[config.mk]
export PLATFORM = sky130hd
export DESIGN_NAME = pipeline_hazard_ctrl
export DESIGN_NICKNAME = d
export VERILOG_FILES = /design/src/rtl/pipeline_hazard_ctrl_pkg.sv /design/src/rtl/pipeline_hazard_ctrl_scoreboard.sv /design/src/rtl/pipeline_hazard_ctrl.sv
export SDC_FILE = /design/constraint.sdc
export NUM_CORES = 1
export LEC_CHECK = 0
export CAP_MARGIN = 20
export CORE_UTILIZATION = 52
export CTS_CLUSTER_SIZE = 30
export DETAILED_ROUTE_END_ITERATION = 8
export PLACE_DENSITY = 0.85
export SLEW_MARGIN = 20
export SYNTH_ARGS = -nofsm -noshare
export SYNTH_HDL_FRONTEND = slang
export SYNTH_SLANG_ARGS = --single-unit
[constraint.sdc]
create_clock -name clk -period 4.6 [get_ports clk]
set_input_delay 0.69 -clock clk [delete_from_list [all_inputs] [get_ports clk]]
set_output_delay 0.69 -clock clk [all_outputs]
set_load 0.01 [all_outputs]
[src/rtl/pipeline_hazard_ctrl_pkg.sv]
// Shared types and constants for the pipeline hazard controller.
// State encodings, scoreboard slot layout and NOP opcode.
package pipeline_hazard_ctrl_pkg;

  localparam int REG_W = 3;
  localparam int OPC_W = 5;

  localparam logic [OPC_W-1:0] NOP_OPC = 5'b00000;

  typedef enum logic [1:0] {
    ST_RUN   = 2'd0,
    ST_STALL = 2'd1,
    ST_FLUSH = 2'd2
  } hz_state_e;

  typedef struct packed {
    logic             valid;
    logic [REG_W-1:0] rd;
    logic             is_load;
  } sb_slot_t;

  // Code 3 is unreachable; treat it as RUN so a glitch self-heals.
  function automatic hz_state_e decode_state(
    input logic [1:0] s
  );
    case (s)
      2'd1:    return ST_STALL;
      2'd2:    return ST_FLUSH;
      default: return ST_RUN;
    endcase
  endfunction

endpackage

[src/rtl/pipeline_hazard_ctrl_scoreboard.sv]
// In-flight destination tracker: one slot per stage after ID.
// Flags a RAW hazard against the ID source registers.
module hz_scoreboard
  import pipeline_hazard_ctrl_pkg::*;
#(
  parameter int FWD_EN    = 1,
  parameter int HAZ_DEPTH = 3
) (
  input  logic             clk,
  input  logic             rst,
  input  logic             hold,
  input  sb_slot_t         ins,
  input  logic [REG_W-1:0] rs1,
  input  logic [REG_W-1:0] rs2,
  input  logic             use_rs1,
  input  logic             use_rs2,
  output logic             hazard
);

  sb_slot_t [HAZ_DEPTH-1:0] sb_q;
  sb_slot_t [HAZ_DEPTH-1:0] sb_d;

  logic hit1;
  logic hit2;
  logic elig;

  always_comb begin
    sb_d = sb_q;
    if (!hold) begin
      sb_d[0] = ins;
      for (int i = 1; i < HAZ_DEPTH; i++) begin
        sb_d[i] = sb_q[i-1];
      end
    end
  end

  // With forwarding only a load still sitting in EX cannot be bypassed.
  always_comb begin
    hit1 = 1'b0;
    hit2 = 1'b0;
    elig = 1'b0;
    for (int i = 0; i < HAZ_DEPTH; i++) begin
      elig = sb_q[i].valid
           & ((FWD_EN == 0)
           | ((i == 0) & sb_q[i].is_load));
      hit1 = hit1 | (elig & (sb_q[i].rd == rs1));
      hit2 = hit2 | (elig & (sb_q[i].rd == rs2));
    end
    hazard = (use_rs1 & hit1)
           | (use_rs2 & hit2);
  end

  always_ff @(posedge clk) begin
    if (rst) begin
      sb_q <= '0;
    end else begin
      sb_q <= sb_d;
    end
  end

endmodule

[src/rtl/pipeline_hazard_ctrl.sv]
// IF/ID and ID/EX latch sequencing: stall on RAW hazards,
// flush on taken branches, global freeze, perf counters.
module pipeline_hazard_ctrl
  import pipeline_hazard_ctrl_pkg::*;
#(
  parameter int FWD_EN    = 1,
  parameter int HAZ_DEPTH = 3,
  parameter int CNT_W     = 16
) (
  input  logic             clk,
  input  logic             rst,
  input  logic [REG_W-1:0] id_rs1,
  input  logic [REG_W-1:0] id_rs2,
  input  logic             id_use_rs1,
  input  logic             id_use_rs2,
  input  logic [REG_W-1:0] id_rd,
  input  logic             id_wr_rd,
  input  logic             id_is_load,
  input  logic             ex_br_taken,
  input  logic             freeze,
  output logic             pc_en,
  output logic             if_id_en,
  output logic             if_id_flush,
  output logic             id_ex_bubble,
  output logic [1:0]       hz_state,
  output logic [CNT_W-1:0] stall_cnt,
  output logic [CNT_W-1:0] flush_cnt
);

  logic [1:0]       state_q;
  hz_state_e        state_d;
  hz_state_e        st;
  logic [CNT_W-1:0] stall_q, stall_d;
  logic [CNT_W-1:0] flush_q, flush_d;
  sb_slot_t         ins;
  logic             hazard;

  hz_scoreboard #(
    .FWD_EN    (FWD_EN),
    .HAZ_DEPTH (HAZ_DEPTH)
  ) u_sb (
    .clk     (clk),
    .rst     (rst),
    .hold    (freeze),
    .ins     (ins),
    .rs1     (id_rs1),
    .rs2     (id_rs2),
    .use_rs1 (id_use_rs1),
    .use_rs2 (id_use_rs2),
    .hazard  (hazard)
  );

  always_comb begin
    st           = decode_state(state_q);
    state_d      = st;
    pc_en        = 1'b1;
    if_id_en     = 1'b1;
    if_id_flush  = 1'b0;
    id_ex_bubble = 1'b0;
    ins          = '{id_wr_rd, id_rd, id_is_load};
    stall_d      = stall_q;
    flush_d      = flush_q;
    if (rst) begin
      pc_en        = 1'b0;
      if_id_en     = 1'b0;
      if_id_flush  = 1'b1;
      id_ex_bubble = 1'b1;
      ins          = '0;
      state_d      = ST_RUN;
      stall_d      = '0;
      flush_d      = '0;
    end else if (freeze) begin
      pc_en    = 1'b0;
      if_id_en = 1'b0;
      ins      = '0;
    end else if (ex_br_taken && st != ST_FLUSH) begin
      if_id_flush  = 1'b1;
      id_ex_bubble = 1'b1;
      ins          = '0;
      state_d      = ST_FLUSH;
      if (!(&flush_q)) flush_d = flush_q + CNT_W'(1);
    end else if (hazard) begin
      pc_en        = 1'b0;
      if_id_en     = 1'b0;
      id_ex_bubble = 1'b1;
      ins          = '0;
      state_d      = ST_STALL;
      if (!(&stall_q)) stall_d = stall_q + CNT_W'(1);
    end else begin
      state_d = ST_RUN;
    end
  end

  always_ff @(posedge clk) begin
    if (rst) begin
      state_q <= ST_RUN;
      stall_q <= '0;
      flush_q <= '0;
    end else begin
      state_q <= state_d;
      stall_q <= stall_d;
      flush_q <= flush_d;
    end
  end

  assign hz_state  = state_q;
  assign stall_cnt = stall_q;
  assign flush_cnt = flush_q;

endmodule

Word-level counts from Yosys, hierarchy flattened
Cells that the tools add are included.

cells by class
  add/sub/neg operators = 2
  equal/unequal tests = 5
  multiplexer cells = 17
  bitwise gates (word level) = 10
  reductions and logical operators = 5

operators with widths
  kind                                                 number
  adder 16 x 1 -> 16 bit, second input constant        2
  AND reduction 16 bit                                 2
  two-way mux 1 bit                                    12
  two-way mux 5 bit                                    2
  equality test 3 bit                                  2
  AND 1 bit                                            5
  two-way mux 2 bit                                    2
  inverter 1 bit                                       4
  one-hot mux 2 bit (2 select lines)                   1
  AND reduction 4 bit                                  1
  AND reduction 3 bit                                  1
  equality test 2 x 1 -> 1 bit, second input constant  1
  equality test 2 bit, second input constant           1
  inequality test 2 bit, second input constant         1
  logical AND 1 bit                                    1
  OR 1 bit                                             1

storage, ports and cells
  register bits = 39
  bits of input ports = 17
  output and inout bits = 38
  logic and storage cells = 45

Logic depth before layout (Yosys ltp)
  word-level depth = 8
  depth in mapped cells = 7
  gate-level depth less buffers = 6

Cells and area by module
A second synthesis with hierarchy kept.

unflattened totals
  cells, all modules = 247
  area total of the unflattened synthesis = 2149.6 µm²

by module, submodules not included
  module                times used  cells an instance  area an instance (µm²)  seq. area each (µm²)
  pipeline_hazard_ctrl  1           221                1901.8                  680.7
  hz_scoreboard         1           26                 247.7                   100.1

Least setup slack after synthesis
OpenSTA, ideal clock, no wires.

  kind = in2out
  from = in id_rs2[0]
  to = out pc_en
  arrival = 2.075 ns
  setup slack = 1.835 ns
  stages on the path = 7
  buffers on the path = 2
  cell sequence = xnor2_1 and4_1 o211ai_2 buf_2 a21oi_1 nor3_1 buf_4

on the way
  cells in the longest elaborated chain, start to end = 8

ends and longest elaborated chain
  what                            line                                   text
  from (decl)                     pipeline_hazard_ctrl.sv:13             input logic [REG_W-1:0] id_rs2,
  equality test 3 bit             pipeline_hazard_ctrl_scoreboard.sv:47  hit2 = hit2 | (elig & (sb_q[i].rd == rs2));
  AND 1 bit                       pipeline_hazard_ctrl_scoreboard.sv:47
  AND 1 bit                       pipeline_hazard_ctrl_scoreboard.sv:50  | (use_rs2 & hit2);
  OR 1 bit                        pipeline_hazard_ctrl_scoreboard.sv:50
  two-way mux 1 bit (4 in a row)  -
  to (decl)                       pipeline_hazard_ctrl.sv:21             output logic pc_en,

No other way between the ends.

Worst setup path after layout
  from = in id_rs2[0]
  to = out if_id_en

on the way
  cells in the longest elaborated chain, start to end = 8

ends and longest elaborated chain
  what                 line                                   text
  equality test 3 bit  pipeline_hazard_ctrl_scoreboard.sv:47
  AND 1 bit            pipeline_hazard_ctrl_scoreboard.sv:47
  AND 1 bit            pipeline_hazard_ctrl_scoreboard.sv:50
  OR 1 bit             pipeline_hazard_ctrl_scoreboard.sv:50
  two-way mux 1 bit    pipeline_hazard_ctrl.sv:82             end else if (hazard) begin
  two-way mux 1 bit    pipeline_hazard_ctrl.sv:76             end else if (ex_br_taken && st != ST_FLUSH) begin
  two-way mux 1 bit    pipeline_hazard_ctrl.sv:72             end else if (freeze) begin
  two-way mux 1 bit    pipeline_hazard_ctrl.sv:63             if (rst) begin
  to (decl)            pipeline_hazard_ctrl.sv:22             output logic if_id_en,

No other way between the ends.

==> run summary <==
Number of enable-type register cells in the synthesized netlist - 0
Final worst setup slack - 1.22 ns
Crit path DAT - 2.69 ns
Setup-failing EPs final - 0
Internal portion of total power - 0.471 mW
Leak - 0.863 nW
Outcome - finished, final reports clean
Leftover overflow at the end of global routing - 0
Wire length of the first global-routing pass - 7750 um
Aggregate negative setup slack - 0 ns
Number of max-capacitance violations reported - 0
Combinational power share - 8.5%
Clock root buffer - clkbuf_8
Largest net degree at the start of global routing - 34
Insertion delay to the later sink of the worst-skew pair - 0.29 ns
Worst-case setup slack after placement - 1.23 ns
Cell area after synthesis - 0.00209 mm2
Critical path data required time - 3.91 ns
P_sw - 0.135 mW
H-Tree Depth - 2
Post-synth top area share - 37.4%
Peak ir drop on the vdd network - 0.000181 V
Final period util - 73.4%
Cell accounting for the most synthesized area - dfxtp_1
Avg Cell Area, Syn - 9.12 um2
Seq/Total Area, Yosys - 37.4%
Die H - 65.4 um
Unrepaired setup endpoints after global routing - no
Top_reg_cell synth - dfxtp_1
Number of routed nets with antenna violations - 0
Drt total wl - 4710 um
Synth cell count leaders - dfxtp_1 (39), a21oi_1 (23), nor2_1 (17)
Post-layout instance count excluding filler cells - 329
Number of max-slew violations in the final report - 0
Count of standard-cell rows - 22
Total global-route track usage - 23.5%
Dominant cells by area after synthesis - dfxtp_1 (37%), xnor2_1 (5.9%), a21oi_1 (5.5%)
Antenna fix cells - 0
Layout Nets - 301
Number of buffers inserted during clock tree synthesis - 5
Yosys warning total - 0
Worst clock skew - 0.00508 ns
Worst Setup Path Type - in -> out
Number of placed cells counting well taps - 323
Most common cell in the netlist - dfxtp_1
Clk network pwr share - 34.4%
Switching power as a share of total power - 22.3%
Hold violation count in the final report - 0
Antenna violations before repair - 0
Core area - 0.00374 mm2
Starting density of the core - 55.8%
Cells resized by post-CTS repair - 0
Critical-path maximum fanout - 19
Post-synthesis instance total - 229
TritonCTS clock tree - done
Post-route minimum period - 3.38 ns
Clk sinks - 39
Share of layout cells above drive strength 1 - 8.90%
Routed wire per std cell - 14.3 um
Max transition margin - 64.4%
Worst Tran Pin Value - 0.531 ns
HP Class - reg -> reg
Floorplan die width - 65.4 um
Area delta synth->final - 30.1%
Highest clock rate - 0.296 GHz
Detail Placement HPWL - 3400 um
Portion of total power attributed to sequential cells - 57.2%
Count of routing violations after the opening detailed-route iteration - 89
Number of I/O pins - 55
Sum of internal, switching and leakage power - 0.606 mW
CP startpoint kind - primary input
Clock input transition at the sequential cells of the worst setup and hold paths - 0.07 ns
Power density of the placed cells - 223 mW/mm2
TritonRoute pass-1 iters - 4
Number of library cell types mapped by synthesis - 53
Count of vias placed by the detailed router - 1963
Synthesized net count - 248
Number of setup buffers added after CTS - 0
Area of the die - 0.00428 mm2
Core Util, Final - 72.6%
Count of port buffers added during placement - 54
Vias per cell - 5.97
Flop-to-flop setup slack - 2.63 ns
Bufs on Longest Clock Path - 2
CTS Hold Buffers Added - 0
Number of storage elements in the synthesis netlist - 39
DRC violations left - 0
GPL Wtd Cong - 0.767
Ys async rst share - 0%
Setup crit end kind - primary output
Vias in the first global route - 1715
==> routing by layer <==
metal	vias up	GRT usage [%]	share of wire, %
met4	0	9.78	1.4
met1	918	29.4	44
met3	8	5.90	7.8
met2	77	38.1	47
met5	-	0	0
li1	960	-	-
==> metrics by stage <==
step	hold WS [ns]	area, um2
3_3_place_gp	0.484	2650
6_report	0.491	2720
2_1_floorplan	0.502	2090
4_1_cts	0.496	2720
5_1_grt	0.524	2720
3_5_place_dp	0.483	2650
==> power by group through the flow <==
stage	logic (mW)	clock network, mW	registers [mW]
3_3_place_gp	0.0505	0	0.354
6_report	0.0513	0.208	0.347
5_1_grt	0.0558	0.229	0.347
4_1_cts	0.0516	0.214	0.347
3_5_place_dp	0.0514	0	0.354
2_1_floorplan	0.0242	0	0.354
==> flip-flops by register name, indices dropped and copies added (netlist names) <==
name and cells:
flush_cnt 16, stall_cnt 16, u_sb.sb_q 5, hz_state 2
==> placed cells by master (no fill, tap or decap), types with 3 or more instances in the layout <==
cell | synthesis | layout
clkbuf_8 | 0 | 5
nor2_1 | 17 | 17
dfxtp_1 | 39 | 39
a22o_1 | 5 | 5
nand2_1 | 11 | 11
nand3_1 | 10 | 10
o31ai_1 | 10 | 10
clkdlybuf4s50_1 | 0 | 54
nor3_1 | 3 | 3
or3_1 | 7 | 7
a21oi_1 | 23 | 23
a211oi_1 | 5 | 5
or4_1 | 10 | 10
nand4_1 | 3 | 3
and3_1 | 4 | 4
xnor2_1 | 14 | 14
nor2b_1 | 4 | 4
nor4_1 | 3 | 3
o21ai_0 | 7 | 7
inv_1 | 6 | 6
==> kinds of logic after synthesis <==
group                      count (synthesis)  share of synthesized area [%]
DFF                                       39                           37.4
and+or+nand+nor                           93                           28.8
muxes                                      4                           2.04
xor gates and xnor gates                  14                           5.87
adders and majority gates                  2                           1.20
buffers and inverters                     16                           3.89
AOI/OAI and AO/OA                         61                           20.8
==> final timing paths <==
kind                 from       endpoint  cells after the start
max             id_rs2[0]       if_id_en                      8
min          stall_cnt[8]   stall_cnt[8]                      2
max reg2reg  u_sb.sb_q[1]  stall_cnt[13]                      6
min reg2reg  stall_cnt[8]   stall_cnt[8]                      2
==> area by class of cell <==
| type | instances | area [um2] |
|---|---|---|
| Multi-Input combinational cell | 174 | 1230 |
| Fill cell | 294 | 1020 |
| Sequential cell | 39 | 781 |
| Timing Repair Buffer | 56 | 556 |
| Clock buffer | 6 | 72.6 |
| Tap cell | 48 | 60.1 |
| Inverter | 6 | 22.5 |
==> worst max-delay path, stage by stage <==
cell and delay, ns:
clkdlybuf4s50_1 0.42, xnor2_1 0.13, and4_1 0.25, o211ai_2 0.14, buf_4 0.23, a21oi_1 0.06, nor3_1 0.19, clkdlybuf4s50_1 0.58
Power figures use the tool's default switching activity.
